===== src/rtl/mdio_apb_pkg.sv =====
// Shared definitions for the MDIO-side APB fan-out fabric.
package mdio_apb_pkg;

  localparam int unsigned APB_AW = 21;
  localparam int unsigned APB_DW = 16;

  localparam logic [APB_DW-1:0] ERR_DATA_DFLT = 16'hDEAD;

  typedef logic [1:0] state_t;

  localparam state_t ST_IDLE   = 2'd0;
  localparam state_t ST_SETUP  = 2'd1;
  localparam state_t ST_ACCESS = 2'd2;
  localparam state_t ST_DONE   = 2'd3;

  function automatic int unsigned idx_width(input int unsigned nslv);
    return (nslv > 1) ? $clog2(nslv) : 1;
  endfunction

endpackage


===== src/rtl/mdio_apb_wdog.sv =====
// Access-phase watchdog plus a saturating count of expired accesses.
module mdio_apb_wdog
  import mdio_apb_pkg::*;
#(
  parameter int unsigned TIMEOUT = 255
) (
  input  logic       clk_100m,
  input  logic       rstn_100m,
  input  logic       i_clear,
  input  logic       i_run,
  input  logic       i_ready,
  output logic       o_expire,
  output logic [7:0] o_timeout_cnt
);

  localparam int unsigned CW = (TIMEOUT > 0) ? $clog2(TIMEOUT + 1) : 1;

  logic [CW-1:0] r_cnt;
  logic [7:0]    r_tcnt;
  logic          w_hit;

  // Fires on the TIMEOUT-th access cycle so the select drops right after it.
  assign w_hit         = (TIMEOUT != 0) && ((32'(r_cnt) + 32'd1) == TIMEOUT);
  assign o_expire      = i_run & w_hit & ~i_ready;
  assign o_timeout_cnt = r_tcnt;

  always_ff @(posedge clk_100m or negedge rstn_100m) begin
    if (!rstn_100m) begin
      r_cnt  <= '0;
      r_tcnt <= '0;
    end else begin
      if (i_clear) begin
        r_cnt <= '0;
      end else if (i_run && (r_cnt != '1)) begin
        r_cnt <= r_cnt + 1'b1;
      end
      if (o_expire && (r_tcnt != 8'hFF)) begin
        r_tcnt <= r_tcnt + 8'd1;
      end
    end
  end

endmodule


===== src/rtl/mdio_apb_fabric.sv =====
// Registered APB3 fan-out from the MDIO request port to NSLV register-bank slaves.
module mdio_apb_fabric
  import mdio_apb_pkg::*;
#(
  parameter int unsigned       NSLV     = 4,
  parameter int unsigned       SEL_LSB  = 19,
  parameter int unsigned       TIMEOUT  = 255,
  parameter logic [APB_DW-1:0] ERR_DATA = ERR_DATA_DFLT
) (
  input  logic                   clk_100m,
  input  logic                   rstn_100m,
  input  logic [APB_AW-1:0]      m_paddr,
  input  logic                   m_pwrite,
  input  logic                   m_psel,
  input  logic                   m_penable,
  input  logic [APB_DW-1:0]      m_pwdata,
  output logic                   m_pready,
  output logic                   m_pslverr,
  output logic [APB_DW-1:0]      m_prdata,
  output logic [APB_AW-1:0]      s_paddr,
  output logic                   s_pwrite,
  output logic                   s_penable,
  output logic [APB_DW-1:0]      s_pwdata,
  output logic [NSLV-1:0]        s_psel,
  input  logic [NSLV-1:0]        s_pready,
  input  logic [NSLV-1:0]        s_pslverr,
  input  logic [APB_DW*NSLV-1:0] s_prdata,
  input  logic [NSLV-1:0]        slv_enable,
  output logic                   err_timeout,
  output logic                   err_unmapped,
  output logic [7:0]             timeout_cnt
);

  localparam int unsigned IW = idx_width(NSLV);

  state_t            r_state;
  logic [APB_AW-1:0] r_addr;
  logic              r_write;
  logic [APB_DW-1:0] r_wdata;
  logic [IW-1:0]     r_idx;
  logic [APB_DW-1:0] r_rdata;
  logic              r_slverr;
  logic              r_abort;
  logic              r_err_to;
  logic              r_err_um;

  state_t            w_state_d;
  logic [IW-1:0]     w_idx;
  logic              w_setup;
  logic              w_slv_en;
  logic              w_active;
  logic              w_sel_ready;
  logic              w_sel_err;
  logic [APB_DW-1:0] w_sel_rdata;
  logic              w_expire;
  logic              w_abort;

  assign w_idx    = m_paddr[SEL_LSB +: IW];
  assign w_setup  = m_psel & ~m_penable;
  assign w_slv_en = slv_enable[w_idx];
  assign w_active = (r_state == ST_SETUP) || (r_state == ST_ACCESS);
  // A master that walked away still lets the slave finish, but gets no response.
  assign w_abort  = r_abort | ~m_psel;

  always_comb begin
    w_sel_ready = 1'b0;
    w_sel_err   = 1'b0;
    w_sel_rdata = '0;
    s_psel      = '0;
    for (int unsigned i = 0; i < NSLV; i++) begin
      if (r_idx == IW'(i)) begin
        w_sel_ready = s_pready[i];
        w_sel_err   = s_pslverr[i];
        w_sel_rdata = s_prdata[APB_DW*i +: APB_DW];
        s_psel[i]   = w_active;
      end
    end
  end

  mdio_apb_wdog #(
    .TIMEOUT (TIMEOUT)
  ) u_wdog (
    .clk_100m      (clk_100m),
    .rstn_100m     (rstn_100m),
    .i_clear       ((r_state == ST_IDLE) && w_setup && w_slv_en),
    .i_run         (r_state == ST_ACCESS),
    .i_ready       (w_sel_ready),
    .o_expire      (w_expire),
    .o_timeout_cnt (timeout_cnt)
  );

  always_comb begin
    w_state_d = r_state;
    case (r_state)
      ST_IDLE:   if (w_setup) w_state_d = w_slv_en ? ST_SETUP : ST_DONE;
      ST_SETUP:  w_state_d = ST_ACCESS;
      ST_ACCESS: if (w_sel_ready || w_expire) w_state_d = w_abort ? ST_IDLE : ST_DONE;
      default:   w_state_d = ST_IDLE;
    endcase
  end

  always_ff @(posedge clk_100m or negedge rstn_100m) begin
    if (!rstn_100m) begin
      r_state  <= ST_IDLE;
      r_addr   <= '0;
      r_write  <= 1'b0;
      r_wdata  <= '0;
      r_idx    <= '0;
      r_rdata  <= '0;
      r_slverr <= 1'b0;
      r_abort  <= 1'b0;
      r_err_to <= 1'b0;
      r_err_um <= 1'b0;
    end else begin
      r_state  <= w_state_d;
      r_err_to <= 1'b0;
      r_err_um <= 1'b0;
      case (r_state)
        ST_IDLE: begin
          if (w_setup) begin
            r_addr   <= m_paddr;
            r_write  <= m_pwrite;
            r_wdata  <= m_pwdata;
            r_idx    <= w_idx;
            r_abort  <= 1'b0;
            r_slverr <= 1'b0;
            if (!w_slv_en) begin
              r_slverr <= 1'b1;
              r_rdata  <= m_pwrite ? '0 : ERR_DATA;
              r_err_um <= 1'b1;
            end
          end
        end
        ST_SETUP: begin
          if (!m_psel) r_abort <= 1'b1;
        end
        ST_ACCESS: begin
          if (!m_psel) r_abort <= 1'b1;
          if (w_sel_ready) begin
            r_rdata  <= r_write ? '0 : w_sel_rdata;
            r_slverr <= w_sel_err;
          end else if (w_expire) begin
            r_rdata  <= ERR_DATA;
            r_slverr <= 1'b1;
            r_err_to <= 1'b1;
          end
        end
        default: ;
      endcase
    end
  end

  assign m_pready     = (r_state == ST_DONE);
  assign m_prdata     = m_pready ? r_rdata : '0;
  assign m_pslverr    = m_pready & r_slverr;
  assign s_paddr      = r_addr;
  assign s_pwrite     = r_write;
  assign s_pwdata     = r_wdata;
  assign s_penable    = (r_state == ST_ACCESS);
  assign err_timeout  = r_err_to;
  assign err_unmapped = r_err_um;

endmodule


===== config.mk =====
export PLATFORM = sky130hd
export DESIGN_NAME = mdio_apb_fabric
export DESIGN_NICKNAME = d
export VERILOG_FILES = /design/src/rtl/mdio_apb_pkg.sv /design/src/rtl/mdio_apb_wdog.sv /design/src/rtl/mdio_apb_fabric.sv
export SDC_FILE = /design/constraint.sdc
export NUM_CORES = 1
export LEC_CHECK = 0
export BUFFER_PORTS_ARGS = -buffer_cell sky130_fd_sc_hd__buf_2
export CELL_PAD_IN_SITES_DETAIL_PLACEMENT = 0
export CELL_PAD_IN_SITES_GLOBAL_PLACEMENT = 1
export CORE_ASPECT_RATIO = 1.25
export CORE_MARGIN = 3
export CORE_UTILIZATION = 35
export CTS_CLUSTER_SIZE = 16
export DETAILED_ROUTE_END_ITERATION = 8
export PLACE_DENSITY = 0.77
export SLEW_MARGIN = 20
export SYNTH_ARGS = -nofsm -noshare
export SYNTH_HDL_FRONTEND = slang
export SYNTH_SLANG_ARGS = --single-unit

===== constraint.sdc =====
create_clock -name clk_100m -period 2.59 [get_ports clk_100m]
set_clock_uncertainty 0.15 [all_clocks]
set_input_delay 0.6475 -clock clk_100m [delete_from_list [all_inputs] [get_ports clk_100m]]
set_output_delay 0.6475 -clock clk_100m [all_outputs]
set_load 0.1 [all_outputs]

==> qor.txt <==
Post-synthesis register bit count: 76
Crit path capture type: output pin
DR WL/cell: 15.6 um
Clock Latency Late Sink: 0.33 ns
Final core utilization: 0.509
Final slew viol count: 0
Worst min-delay path category: in2async
Drt via density: 4.96
Die H: 124 um
Max Cap Viol: 0
CP max FO: 6
Largest net degree at the start of global routing: 46
Worst reg-to-reg path cell count: 6
Arrival time worst endpoint: 1.69 ns
Worst EP required: 1.79 ns
Flop-to-flop setup slack: 0.17 ns
Initial antenna violation count: 0
CTS buffer count: 9
Multi-input gate area in the final layout: 1920 um2
Routed wl met3: 811 um
EDFF count, synth: 0
Initial Util: 0.364
Seq/Total Area, Yosys: 0.485
Met2 WL: 5250 um
RR Startpoint: u_wdog.r_cnt[1]
Global-route wire length before repair: 16400 um
Status: complete, no violations
Post-DRT Antenna Nets: 0
M1 wire length: 4040 um
Drt drc: 0
CP Launch Type: flip-flop
Drt total wl: 10200 um
Row count: 42
Initial detailed-routing violation count: 83
Grt total ovfl: 0
Clk pin slew, worst setup/hold paths: 0.06 ns
Endpoints failing hold: 0
Ys async rst share: 1.00
IO buf count: 188
Final critical-path share of the clock period: 0.961
Distinct cells, synth: 45
F_max: 402 MHz
CP Launch Point: r_state[0]
Seq. cell area: 1910 um2
Die area: 12500 um2
DR vias: 3233
Gr usage total: 0.162
CTS sink cnt: 76
Unrepaired setup endpoints after global routing: no
Tightest Pin Transition: 0.953 ns
Core region area: 10800 um2
DRT Pass-1 Iters: 4
Path type of the worst setup path: reg2out
Slowest cell on crit path: dfrtp_1
FILL cells: 1003
Critical path, cell by cell: inv_1 > ha_1 > nor3b_4 > buf_12
RD Place Congestion: 0.802
Tmin final: 2.49 ns
Clock buffer depth: 2
Synthesized cell area: 3920 um2
Average size of a mapped cell: 12.2 um2
Critical path's largest stage delay: 0.40 ns
Synthesis Warnings: 0
Root Buffer: clkbuf_16
Share of cells above drive strength 1: 0.585
Nets: 640
Die W: 101 um
Top_reg_cell synth: dfrtp_1
Hold WS: 0.116 ns
Post-Syn Nets: 446
Ant. Diodes: 0
CTS tree: done
DP HPWL: 8070 um
Critical R2R Capture: r_state[1]
Syn-to-layout area delta: 39.6%
Final setup fails: 0
Highest metal used: met4
Vias in the first global route: 3355
Io pins: 189
H-Tree Level Count: 3
Synth Instances: 321
Slew HR: 0.358
CP endpoint: s_psel[0]
-- how the worst min path moves through the flow --
stage | slack [ns] | depth (start not counted) | to | from
3_5_place_dp | 0.34 | 1 | s_pwdata[3] | s_pwdata[3]
6_report | 0.12 | 1 | err_unmapped | rstn_100m
5_1_grt | 0.14 | 1 | err_unmapped | rstn_100m
3_3_place_gp | 0.33 | 1 | s_pwdata[1] | s_pwdata[1]
2_1_floorplan | 0.20 | 0 | err_timeout | rstn_100m
4_1_cts | 0.12 | 1 | err_unmapped | rstn_100m
-- placed cells by master (no fill, tap or decap), types with 9 or more instances in the layout --
| master | n |
|---|---|
| inv_1 | 21 |
| mux4_2 | 17 |
| nor2_1 | 14 |
| nand2_1 | 18 |
| clkbuf_16 | 9 |
| buf_2 | 165 |
| dfrtp_1 | 74 |
| a2bb2oi_1 | 11 |
| mux2_2 | 41 |
| and2_2 | 17 |
| buf_4 | 12 |
| xnor2_1 | 11 |
| clkbuf_4 | 15 |
| nand3_1 | 12 |
-- flip-flops by register name, indices dropped and copies added, names as in the netlist, 2 cells and up --
signal                count
r_rdata                  16
s_pwdata                 16
s_paddr                  21
r_state                   2
u_wdog.o_timeout_cnt      8
u_wdog.r_cnt              8
-- cells in the mapped netlist (2+ instances only) --
cell type	count	area, um2
dfrtp_1	76	1900
mux2_2	41	462
inv_1	21	78.8
nand2_1	18	67.6
and2_1	17	106
mux4_2	17	383
nor2_1	15	56.3
nand3_1	12	60.1
a2bb2oi_1	11	96.3
xnor2_1	11	96.3
clkbuf_1	9	33.8
ha_1	7	87.6
a21oi_1	6	30.0
nand2b_1	6	37.5
and3_1	5	31.3
nand4_1	5	31.3
o21ai_0	5	25.0
o22ai_1	5	31.3
nand3b_1	3	22.5
buf_1	2	7.51
buf_6	2	22.5
nor3_1	2	10.0
o221ai_1	2	17.5
or3b_2	2	17.5
-- cell families (layout without fill, tap and decap cells) --
logic type | count (synthesis) | after routing | synth area share
muxes | 60 | 60 | 0.226
xor gates and xnor gates | 12 | 12 | 0.0268
AOI/OAI and AO/OA | 39 | 39 | 0.0727
adders and majority gates | 7 | 7 | 0.0223
DFF | 76 | 76 | 0.485
and+or+nand+nor | 92 | 92 | 0.130
buffers and inverters | 35 | 234 | 0.0376
-- per-stage QoR --
stage / setup WS [ns] / TNS, ns / cell area [um2] / cells
after global routing: 0.000417 / 0 / 5480 / 652
after global placement: 0.00000777 / 0 / 5140 / 634
after floorplan: -0.132 / -0.135 / 3980 / 321
after detailed placement: -0.0874 / -0.682 / 5140 / 634
final: 0.0997 / 0 / 5480 / 652
after CTS: 0.00653 / 0 / 5430 / 650
-- critical path: cells and delay by family, from the launching register on --
family,cells,cell delay [ns]
flip-flops,1,0.40
adder cells (fa/ha/maj),1,0.40
buffers and inverters,2,0.30
AND/OR/NAND/NOR,1,0.26
-- final cells by class --
type	instances	area share
Clock buffer	10	0.0436
Tap cell	132	0.0301
Timing Repair Buffer	197	0.206
Inverter	21	0.0144
Sequential cell	76	0.348
Multi-Input combinational cell	210	0.351
Clock inverter	6	0.00708
-- what timing repair did --
item                                    4_1_cts  5_1_grt
setup buffers                                 0        2
pin swaps                                     0        1
endpoints found under the setup margin        3       16
hold buffers                                  0        0
gates resized for setup                       3       15
-- per-layer routing --
layer | track usage | vias up
met5 | 0 | -
met4 | 0.0381 | 0
met3 | 0.0443 | 8
met2 | 0.286 | 124
met1 | 0.193 | 1558
li1 | - | 1543
Power is not shown: default switching activity piles up to over one toggle a cycle in this logic, so the estimate is an artifact.
